===== config.mk =====
export PLATFORM = sky130hd
export DESIGN_NAME = fetch_unit_flat
export DESIGN_NICKNAME = d
export VERILOG_FILES = /design/src/rtl/fetch_unit_if.sv /design/src/rtl/fetch_unit.sv /design/src/flat_wrapper.sv
export SDC_FILE = /design/constraint.sdc
export NUM_CORES = 1
export LEC_CHECK = 0
export ABC_AREA = 1
export ABC_CLOCK_PERIOD_IN_PS = 8500
export BUFFER_PORTS_ARGS = -buffer_cell sky130_fd_sc_hd__clkbuf_2
export CORE_MARGIN = 10
export CORE_UTILIZATION = 55
export CTS_BUF_LIST = sky130_fd_sc_hd__clkbuf_16
export DETAILED_ROUTE_END_ITERATION = 10
export GPL_TIMING_DRIVEN = 0
export PLACE_DENSITY = 0.9
export SLEW_MARGIN = 10
export SYNTH_ARGS = -nofsm -noshare
export SYNTH_HDL_FRONTEND = slang
export SYNTH_SLANG_ARGS = --single-unit

===== constraint.sdc =====
create_clock -name clk -period 8.5 [get_ports clk]
set_input_delay 0 -clock clk [delete_from_list [all_inputs] [get_ports clk]]
set_output_delay 0 -clock clk [all_outputs]
set_load 0.01 [all_outputs]

===== src/rtl/fetch_unit_if.sv =====
// Bundles the instruction-memory, redirect and decode-side signals of the fetch unit.
// The master modport is the fetch unit; the slave modport is its environment.
interface fetch_unit_if;
  logic        imem_req;
  logic [31:0] imem_addr;
  logic        imem_rvalid;
  logic [31:0] imem_rdata;
  logic        redirect_valid;
  logic [31:0] redirect_pc;
  logic        if_valid;
  logic        if_ready;
  logic [31:0] if_instr;
  logic [31:0] if_pc;
  logic [6:0]  opcode;
  logic [2:0]  funct_3;
  logic [6:0]  func_7;
  logic [31:0] fetch_count;

  modport master (
    output imem_req, imem_addr, if_valid, if_instr, if_pc,
           opcode, funct_3, func_7, fetch_count,
    input  imem_rvalid, imem_rdata, redirect_valid, redirect_pc, if_ready
  );

  modport slave (
    input  imem_req, imem_addr, if_valid, if_instr, if_pc,
           opcode, funct_3, func_7, fetch_count,
    output imem_rvalid, imem_rdata, redirect_valid, redirect_pc, if_ready
  );
endinterface


===== src/rtl/fetch_unit.sv =====
// Single-outstanding-request instruction fetch unit with redirect support.
// Presents one instruction at a time to decode and counts accepted instructions.
module fetch_unit #(
  parameter logic [31:0] RESET_PC  = 32'h0000_0000,
  parameter logic [31:0] NOP_INSTR = 32'h0000_0013
) (
  input logic          clk,
  input logic          rst,
  fetch_unit_if.master bus
);

  typedef enum logic [1:0] {
    ST_IDLE,
    ST_WAIT,
    ST_DROP,
    ST_HOLD
  } state_e;

  state_e      state_q, state_d;
  logic [31:0] pc_q, pc_d;
  logic        ifValid_q, ifValid_d;
  logic [31:0] ifInstr_q, ifInstr_d;
  logic [31:0] ifPc_q, ifPc_d;
  logic [31:0] fetchCount_q, fetchCount_d;
  logic        imemReq;
  logic [31:0] redirectTarget;

  assign redirectTarget = bus.redirect_pc & 32'hFFFF_FFFC;

  always_comb begin
    state_d      = state_q;
    pc_d         = pc_q;
    ifValid_d    = ifValid_q;
    ifInstr_d    = ifInstr_q;
    ifPc_d       = ifPc_q;
    fetchCount_d = fetchCount_q;
    imemReq      = 1'b0;

    // A handshake counts even when a redirect squashes the follow-on fetch.
    if (state_q == ST_HOLD && bus.if_ready) begin
      fetchCount_d = fetchCount_q + 32'd1;
    end

    if (bus.redirect_valid) begin
      pc_d      = redirectTarget;
      ifValid_d = 1'b0;
      ifInstr_d = NOP_INSTR;
      unique case (state_q)
        ST_IDLE: state_d = ST_IDLE;
        ST_HOLD: state_d = ST_IDLE;
        ST_WAIT: state_d = bus.imem_rvalid ? ST_IDLE : ST_DROP;
        ST_DROP: state_d = bus.imem_rvalid ? ST_IDLE : ST_DROP;
        default: state_d = ST_IDLE;
      endcase
    end else begin
      unique case (state_q)
        ST_IDLE: begin
          imemReq = 1'b1;
          state_d = ST_WAIT;
        end
        ST_WAIT: begin
          if (bus.imem_rvalid) begin
            ifInstr_d = bus.imem_rdata;
            ifPc_d    = pc_q;
            ifValid_d = 1'b1;
            pc_d      = pc_q + 32'd4;
            state_d   = ST_HOLD;
          end
        end
        ST_DROP: begin
          if (bus.imem_rvalid) begin
            state_d = ST_IDLE;
          end
        end
        ST_HOLD: begin
          if (bus.if_ready) begin
            imemReq   = 1'b1;
            ifValid_d = 1'b0;
            ifInstr_d = NOP_INSTR;
            state_d   = ST_WAIT;
          end
        end
        default: state_d = ST_IDLE;
      endcase
    end
  end

  always_ff @(posedge clk or posedge rst) begin
    if (rst) begin
      state_q      <= ST_IDLE;
      pc_q         <= RESET_PC;
      ifValid_q    <= 1'b0;
      ifInstr_q    <= NOP_INSTR;
      ifPc_q       <= 32'd0;
      fetchCount_q <= 32'd0;
    end else begin
      state_q      <= state_d;
      pc_q         <= pc_d;
      ifValid_q    <= ifValid_d;
      ifInstr_q    <= ifInstr_d;
      ifPc_q       <= ifPc_d;
      fetchCount_q <= fetchCount_d;
    end
  end

  assign bus.imem_req    = imemReq & ~rst;
  assign bus.imem_addr   = pc_q;
  assign bus.if_valid    = ifValid_q;
  assign bus.if_instr    = ifInstr_q;
  assign bus.if_pc       = ifPc_q;
  assign bus.opcode      = ifInstr_q[6:0];
  assign bus.funct_3     = ifInstr_q[14:12];
  assign bus.func_7      = ifInstr_q[31:25];
  assign bus.fetch_count = fetchCount_q;

endmodule


===== src/flat_wrapper.sv =====
// flat-port wrapper written by rule: the top's interface ports become plain ports
module fetch_unit_flat 
#(
  parameter logic [31:0] RESET_PC  = 32'h0000_0000,
  parameter logic [31:0] NOP_INSTR = 32'h0000_0013
)
  (clk, rst, bus_imem_req, bus_imem_addr, bus_if_valid, bus_if_instr, bus_if_pc, bus_opcode, bus_funct_3, bus_func_7, bus_fetch_count, bus_imem_rvalid, bus_imem_rdata, bus_redirect_valid, bus_redirect_pc, bus_if_ready);
  fetch_unit_if bus_i ();
  input logic clk;
  input logic rst;
  output wire logic [$bits(bus_i.imem_req)-1:0] bus_imem_req;
  output wire logic [$bits(bus_i.imem_addr)-1:0] bus_imem_addr;
  output wire logic [$bits(bus_i.if_valid)-1:0] bus_if_valid;
  output wire logic [$bits(bus_i.if_instr)-1:0] bus_if_instr;
  output wire logic [$bits(bus_i.if_pc)-1:0] bus_if_pc;
  output wire logic [$bits(bus_i.opcode)-1:0] bus_opcode;
  output wire logic [$bits(bus_i.funct_3)-1:0] bus_funct_3;
  output wire logic [$bits(bus_i.func_7)-1:0] bus_func_7;
  output wire logic [$bits(bus_i.fetch_count)-1:0] bus_fetch_count;
  input wire logic [$bits(bus_i.imem_rvalid)-1:0] bus_imem_rvalid;
  input wire logic [$bits(bus_i.imem_rdata)-1:0] bus_imem_rdata;
  input wire logic [$bits(bus_i.redirect_valid)-1:0] bus_redirect_valid;
  input wire logic [$bits(bus_i.redirect_pc)-1:0] bus_redirect_pc;
  input wire logic [$bits(bus_i.if_ready)-1:0] bus_if_ready;
  assign bus_imem_req = bus_i.imem_req;
  assign bus_imem_addr = bus_i.imem_addr;
  assign bus_if_valid = bus_i.if_valid;
  assign bus_if_instr = bus_i.if_instr;
  assign bus_if_pc = bus_i.if_pc;
  assign bus_opcode = bus_i.opcode;
  assign bus_funct_3 = bus_i.funct_3;
  assign bus_func_7 = bus_i.func_7;
  assign bus_fetch_count = bus_i.fetch_count;
  assign bus_i.imem_rvalid = bus_imem_rvalid;
  assign bus_i.imem_rdata = bus_imem_rdata;
  assign bus_i.redirect_valid = bus_redirect_valid;
  assign bus_i.redirect_pc = bus_redirect_pc;
  assign bus_i.if_ready = bus_if_ready;
  fetch_unit #(.RESET_PC(RESET_PC), .NOP_INSTR(NOP_INSTR)) u_core (.clk(clk), .rst(rst), .bus(bus_i));
endmodule

# After elaboration in Yosys (flattened, before gate mapping)
# Cells that the tools add are included.
# totals
in_bits	69
ff_bits	131
wordCells	49
# classes
addsub	2
bitwise	3
eq_ne	6
reduce_logical	11
mux	21
# ops
op	n
$mux W32	6
$pmux W32 S2	1
$add A32 B1 Y32 const B	1
$add A32 B3 Y32 const B	1
$mux W2	5
$ne A3 B3 Y1 const B	3
$reduce_and A3 Y1	3
$pmux W2 S4	1
$mux W1	5
$eq A2 B2 Y1 const B	2
$pmux W1 S2	2
$pmux W2 S2	1
$reduce_bool A2 Y1	2
$reduce_or A2 Y1	2
$reduce_bool A3 Y1	1
$eq A2 B1 Y1 const B	1
$logic_not A2 Y1	1
$not A1 Y1	2
$reduce_and A2 Y1	1
$and A1 B1 Y1	1
$logic_and A1 B1 Y1	1

# Depth between registers and ports, before layout
# Gate-level depths: netlist of the first run.
# logic_depth
depth_word	4
ltp_mapped	10
ltp_nobuf	10

# Worst setup path after synthesis of the first run
# No wires, ideal clock.
# synth_timing
path_kind	reg2reg
startpoint	register u_core.state_q[0]
endpoint	register u_core.fetchCount_q[28] (netlist: u_core.bus.fetch_count[28])
setup_ns	0.117
required_time_ns	8.383
setup_slack_ns	6.999
t_arrival_ns	1.384
path_stages_with_launch	11
path_cell_list	dfrtp_1 -> ha_1 -> nand2_4 -> nor2_4 -> nand2_2 -> nor2_4 -> nand2_2 -> nor2_4 -> nand2_1 -> nand2_1 -> nand2_1
# synth_between
elab_chain_len	2
# synth_lines
element	line_no	text
from (decl)	fetch_unit.sv:19	state_e state_q, state_d;
from (signal assigned)	fetch_unit.sv:97	state_q <= state_d;
$eq A2 B2 Y1	fetch_unit.sv:40	if (state_q == ST_HOLD && bus.if_ready) begin
$logic_and A1 B1 Y1	fetch_unit.sv:40	
to (signal assigned)	fetch_unit.sv:102	fetchCount_q <= fetchCount_d;
to (decl)	fetch_unit.sv:24	logic [31:0] fetchCount_q, fetchCount_d;
# No other way between the ends.
# A chain may end at the register's enable or synchronous reset.

# Final worst setup path of the first run
# layout_timing
startpoint	register u_core.state_q[0]
endpoint	output port bus_imem_req
# layout_between
elab_chain_len	4
# layout_lines
element	line_no	text
$eq A2 B2 Y1 or $logic_not A2 Y1 (tied branches)	fetch_unit.sv:56	unique case (state_q)
$pmux W1 S2 *	fetch_unit.sv:56	
$mux W1 *	fetch_unit.sv:44	if (bus.redirect_valid) begin
$and A1 B1 Y1 *	fetch_unit.sv:106	assign bus.imem_req = imemReq & ~rst;
to (decl)	flat_wrapper.sv:11	output wire logic [$bits(bus_i.imem_req)-1:0] bus_imem_req;
# Every way passes the cells marked *; elsewhere a longest branch is shown, timed or not.

==> results of run 1 <==
==> worst max path at each step <==
stage                                        start                                     to  slack [ps]  cells past startpoint
2_1_floorplan                                  rst  u_core.bus.fetch_count[0]$_DFFE_PP0N_        5120                      1
3_3_place_gp                                   rst       u_core.bus.if_pc[12]$_DFFE_PP0P_        3690                      2
3_5_place_dp         u_core.state_q[1]$_DFFE_PP0P_    u_core.bus.imem_addr[4]$_DFFE_PP0P_        6690                      8
4_1_cts              u_core.state_q[0]$_DFFE_PP0P_                           bus_imem_req        6620                      6
5_1_grt        u_core.bus.imem_addr[3]$_DFFE_PP0P_   u_core.bus.imem_addr[24]$_DFFE_PP0P_        6430                      8
6_report             u_core.state_q[0]$_DFFE_PP0P_                           bus_imem_req        6620                      6
==> synthesized netlist by cell type (all sizes together) <==
library cell / count
nand4: 14
nand3b: 4
o31ai: 3
o22ai: 2
nor3b: 1
nor3: 6
o22a: 3
dfrtp: 124
xor2: 10
nand3: 75
ha: 6
nand2: 311
a22oi: 4
o211ai: 1
o2111ai: 8
or2: 2
buf: 33
conb: 1
o21ai: 53
clkbuf: 17
a31oi: 3
xnor2: 11
and2: 1
dfstp: 3
nor4: 2
inv: 58
a21oi: 1
o21a: 1
nor2: 113
==> tightest hold or removal path, cell delays in order <==
cell	delay (ps)
clkbuf_2	90
o21ai_0	110
o22ai_1	190
==> through the flow <==
step                instances  utilization, %  total power, uW  hold WS, ps
finish                   1327            76.4             2430         26.1
global route             1327            76.4             2550         14.9
CTS                      1327            76.4             2400         1.22
detailed placement       1231            66.7             1730          163
global placement         1230            66.5             1700          219
floorplan                 874               -             1360         50.4
==> layer usage <==
| layer | part of all wire [%] | up-vias |
|---|---|---|
| li1 | - | 3383 |
| met1 | 38 | 3457 |
| met2 | 48 | 489 |
| met3 | 9.9 | 70 |
| met4 | 3.6 | 0 |
| met5 | 0 | - |
==> sequential cells by signal, indices dropped and copies added (netlist names) <==
register	count
u_core.bus.fetch_count	32
u_core.bus.if_instr	32
u_core.bus.if_pc	30
u_core.bus.imem_addr	30
u_core.state_q	2
u_core.bus.if_valid	1
==> cell families (layout without fill, tap and decap cells) <==
family	after synthesis	after routing
flops	127	127
other cells	1	4
simple gates	529	529
buf+inv	108	414
fa+ha+maj	6	6
compound gates	79	79
xor+xnor	21	21
==> final cells by class <==
type | instances | area [um2]
repair buffers | 274 | 1710
clock inverters | 15 | 90.1
plain buffers | 50 | 288
fillers | 834 | 2820
well taps | 147 | 184
clock buffers | 17 | 425
multi-input cells | 639 | 3030
inverters | 58 | 223
flip-flops and latches | 127 | 3180
==> power by group <==
part           internal [uW]  switching [uW]
combinational            321             507
clock                    388             262
sequential               777             174
total                   1480             944
==> qor.yml, run 1 <==
synth:
  ys_ff_latch: 127
  synth_cell_types: 41
  syn-cell-area_um2: 6710
  synth_top_family_by_area: "simple AND/OR/NAND/NOR gates"
  yosys-top-cells-area: "dfrtp_1 46%, nand2_1 17%, nand3_1 5.4%, nor2_1 5.3%, o21ai_0 3.1%"
  synthAdderAreaFrac_pct: 1.12
  synth_mux_area_share_pct: 0
  synth_compound_area_share_pct: 6.94
  synth-warning-count: 0
  synth_cells: 871
  yosysSeqAreaShare_pct: 47.4
  synthSimpleGateAreaFrac_pct: 34.2
  avgSynthCellArea_um2: 7.70
  synth_top_area_share_pct: 46.3
  synth_top_cell_by_area: "dfrtp_1"
  synth-xor-area-share_pct: 2.74
clock_network:
  cts_sinks: 127
  cts_hold_buf: 64
  cts_made_buffers: 17
  clk_pin_slew_ps: 50
  clk_latency_ps: 430
  cts_resized: 0
  post_cts_buffers: 0
  cts_tree: "built"
  htree_levels: 4
  clock_path_buffers: 2
  ctsRootBufferMaster: "clkbuf_16"
worst_setup_path:
  crit_type: "reg -> out"
  cp-start-kind: "flop"
  r2r_end: "u_core.bus.imem_addr[16]$_DFFE_PP0P_"
  critPathRequiredTime_ps: 8500
  r2r_slack_ps: 6630
  crit_path_max_fanout: 7
  crit_chain: "ha_1 -> nand2_4 -> inv_2 -> nor2_1 -> nor4_1 -> clkbuf_2"
  r2r_start: "u_core.bus.imem_addr[3]$_DFFE_PP0P_"
  crit_family: "simple AND/OR/NAND/NOR gates"
  endpoint_kind: "primary output"
  cpMaxStageDelayCell: "dfrtp_1"
  critPathArrivalTime_ps: 1880
  worstRegToRegCells: 10
  crit_path_max_incr_delay_ps: 400
  cp.buffers_inverters: 2
cells_and_area:
  final_common_cell: "nand2_1"
  syn2layout_area_growth_pct: 36.2
  n_antenna_cell: 0
  final_nets: 1242
  drive_above_1_share_pct: 25.3
  final_cell_mix: "304 x nand2_1, 209 x clkbuf_2, 124 x dfrtp_1, 95 x nor2_1, 73 x nand3_1"
  final_area_um2: 9140
detailed_routing:
  num_vias: 7399
  drt_wl_total_um: 23600
  drt_first_pass_iters: 6
  drt-initial-drc-count: 887
  ant_nets: 0
  wl_per_cell_um: 17.8
  vias_per_cell: 5.58
  drc: 0
floorplanning:
  rows: 40
  initial_utilization_pct: 56.1
  dieArea_um2: 17000
  fp.dieW_um: 130
  core_um2: 12000
  chipHeight_um: 130
  io_pins: 216
global_routing:
  top_usage_layer: "met2"
  grt_overflow: 0
  met2_usage_pct: 44.3
  grt_use_total_pct: 27.3
  gr-usage-met1_pct: 32.8
  antenna_found_initial: 0
  grt.met3_usage_pct: 7.53
  grt_pass1_vias: 7192
  grt_pass1_wl_um: 36600
  grt_max_degree: 71
timing:
  rsz0062_at_grt: "false"
  slew_violations: 0
  worst_pin_slew_ps: 706
  fin_tns_setup_ps: 0
  period_needed_ps: 1880
  min_period_over_period_pct: 22.1
  fin_skew_ps: 10.4
  setup_slack_ps: 6620
  slew_headroom_pct: 52.6
  hold_violations: 0
  fmax_mhz: 531
  finalSetupViolCount: 0
placement:
  gp_congestion: 0.981
  portBuffers: 209
  post-place-ws_ps: 6690
  place_area_um2: 7980
  dpl.hpwl_um: 16300
min_path:
  min_path_cells: 3
  hp-class: "in -> reg"
  holdPathEnd: "u_core.bus.imem_addr[5]$_DFFE_PP0P_"
  hold_start: "bus_redirect_pc[5]"
power:
  power.density_nw_per_um2: 266
  peakVddDrop_mv: 0.152
  static-leakage-power_uw: 0.00483
job:
  drv_cap: 0
status:
  outcome: "finished, final reports clean"
(Power assumes the default switching activity.)
==> run 2, diff against run 1 <==
- ABC_CLOCK_PERIOD_IN_PS: 8500 -> 1700
- CORE_UTILIZATION: 55 -> 46
- PLACE_DENSITY: 0.9 -> 0.8
- clock period: 8.5 -> 1.7 ns (I/O delays scaled with it)
==> qor.yml, run 2 (synthesis results as in run 1) <==
detailed_routing:
  ant_nets: 0
  drt_first_pass_iters: 7
  wl_per_cell_um: 16.9
  drc: 0
  drt_wl_total_um: 23400
  num_vias: 7274
  drt-initial-drc-count: 689
  vias_per_cell: 5.24
global_routing:
  grt.met3_usage_pct: 6.28
  grt_use_total_pct: 22.8
  antenna_found_initial: 4
  grt_pass1_vias: 7156
  grt_max_degree: 39
  top_usage_layer: "met2"
  met2_usage_pct: 35.6
  grt_overflow: 0
  grt_pass1_wl_um: 36600
  gr-usage-met1_pct: 28.0
timing:
  worst_pin_slew_ps: 667
  slew_violations: 0
  min_period_over_period_pct: 99.1
  rsz0062_at_grt: "true"
  finalSetupViolCount: 0
  hold_violations: 0
  period_needed_ps: 1680
  fin_skew_ps: 9.92
  slew_headroom_pct: 55.5
  fmax_mhz: 594
cells_and_area:
  final_area_um2: 9590
  final_common_cell: "nand2_1"
  syn2layout_area_growth_pct: 43.0
  drive_above_1_share_pct: 30.1
  final_cell_mix: "299 x nand2_1, 219 x clkbuf_2, 114 x dfrtp_1, 90 x nor2_1, 72 x nand3_1"
  final_nets: 1258
  utilization_pct: 66.5
worst_setup_path:
  critPathRequiredTime_ps: 1700
  endpoint_kind: "primary output"
  crit_type: "reg -> out"
  cp-start-kind: "flop"
  crit_path_max_fanout: 4
  critPathArrivalTime_ps: 1680
clock_network:
  cts_made_buffers: 17
  cts_tree: "built"
  htree_levels: 4
  cts_sinks: 127
  clk_latency_ps: 420
  ctsRootBufferMaster: "clkbuf_16"
  clock_path_buffers: 2
  clk_pin_slew_ps: 60
floorplanning:
  chipHeight_um: 141
  fp.dieW_um: 141
  initial_utilization_pct: 46.5
  io_pins: 216
  rows: 44
  core_um2: 14400
  dieArea_um2: 19800
power:
  peakVddDrop_mv: 0.720
  power.density_nw_per_um2: 1320
  static-leakage-power_uw: 0.00505
job:
  drv_cap: 0
placement:
  dpl.hpwl_um: 16500
  place_area_um2: 8090
  gp_congestion: 0.980
  portBuffers: 209
status:
  outcome: "finished, final reports clean"
min_path:
  hp-class: "in -> reg"
run 2: cell count changes in the layout (fill, tap and decap cells not counted), moves of 5 or more:
cell and delta:
diode_2 +7, nor2_4 +5, dfrtp_2 +10, nand2_1 -5, clkbuf_1 -13, dfrtp_1 -10
buf_4 +16, nor2_1 -5, clkbuf_2 +10
run 2: cell type report:
| type | count | area, um2 |
|---|---|---|
| diodes | 7 | 17.5 |
| plain buffers | 50 | 333 |
| clock buffers | 17 | 425 |
| clock inverters | 15 | 113 |
| fillers | 1223 | 4830 |
| inverters | 58 | 221 |
| multi-input cells | 639 | 3180 |
| flip-flops and latches | 127 | 3190 |
| well taps | 184 | 230 |
| repair buffers | 290 | 1870 |
run 2: worst max-delay path, cell delays in order, from the launching register on:
cell,delay (ps)
dfrtp_2,420
inv_1,80
ha_1,340
nor4_2,240
buf_2,190
run 2: layer usage:
| metal | wire length (um) | vias up |
|---|---|---|
| li1 | - | 3404 |
| met1 | 9320 | 3448 |
| met2 | 11300 | 359 |
| met3 | 2000 | 61 |
| met4 | 792 | 2 |
| met5 | 12 | - |
run 2: path summary, 6_finish.rpt:
kind	start	slack [ps]	cells after the start	to
worst max register to register	u_core.bus.fetch_count[1]$_DFFE_PP0N_	60	7	u_core.bus.fetch_count[13]$_DFFE_PP0N_
worst max-delay path	u_core.state_q[0]$_DFFE_PP0P_	20	4	bus_imem_req
worst min register to register	u_core.bus.if_pc[10]$_DFFE_PP0P_	470	2	u_core.bus.if_pc[10]$_DFFE_PP0P_
min in group asynchronous	rst	210	3	u_core.bus.fetch_count[27]$_DFFE_PP0N_
worst min-delay path	bus_redirect_valid	30	5	u_core.bus.imem_addr[7]$_DFFE_PP0P_
max in group asynchronous	rst	750	5	u_core.bus.if_instr[1]$_DFFE_PP1P_
run 2: repair_timing:
item | 4_1_cts | 5_1_grt
hold endpoints to repair | 85 | 0
pin swaps | 2 | 4
gates resized for setup | 9 | 78
hold buffers | 64 | 0
setup endpoints to repair | 41 | 109
setup buffers | 4 | 9
run 2: through the flow:
stage,hold slack [ps],setup TNS (ps),setup slack [ps],instances,power (uW)
2_1_floorplan,50.4,0,135,874,6810
3_3_place_gp,220,-91860,-738,1267,8550
3_5_place_dp,78.7,-870,-77.8,1271,8680
4_1_cts,15.2,-58.0,-58.0,1371,12200
5_1_grt,75.8,-487,-60.8,1383,13300
6_report,29.7,0,15.9,1387,12600
run 2: where the power goes:
part	total [uW]	switching (uW)	internal [uW]
Clock	3410	1310	2090
Combinational	4460	2630	1820
Sequential	4750	846	3900
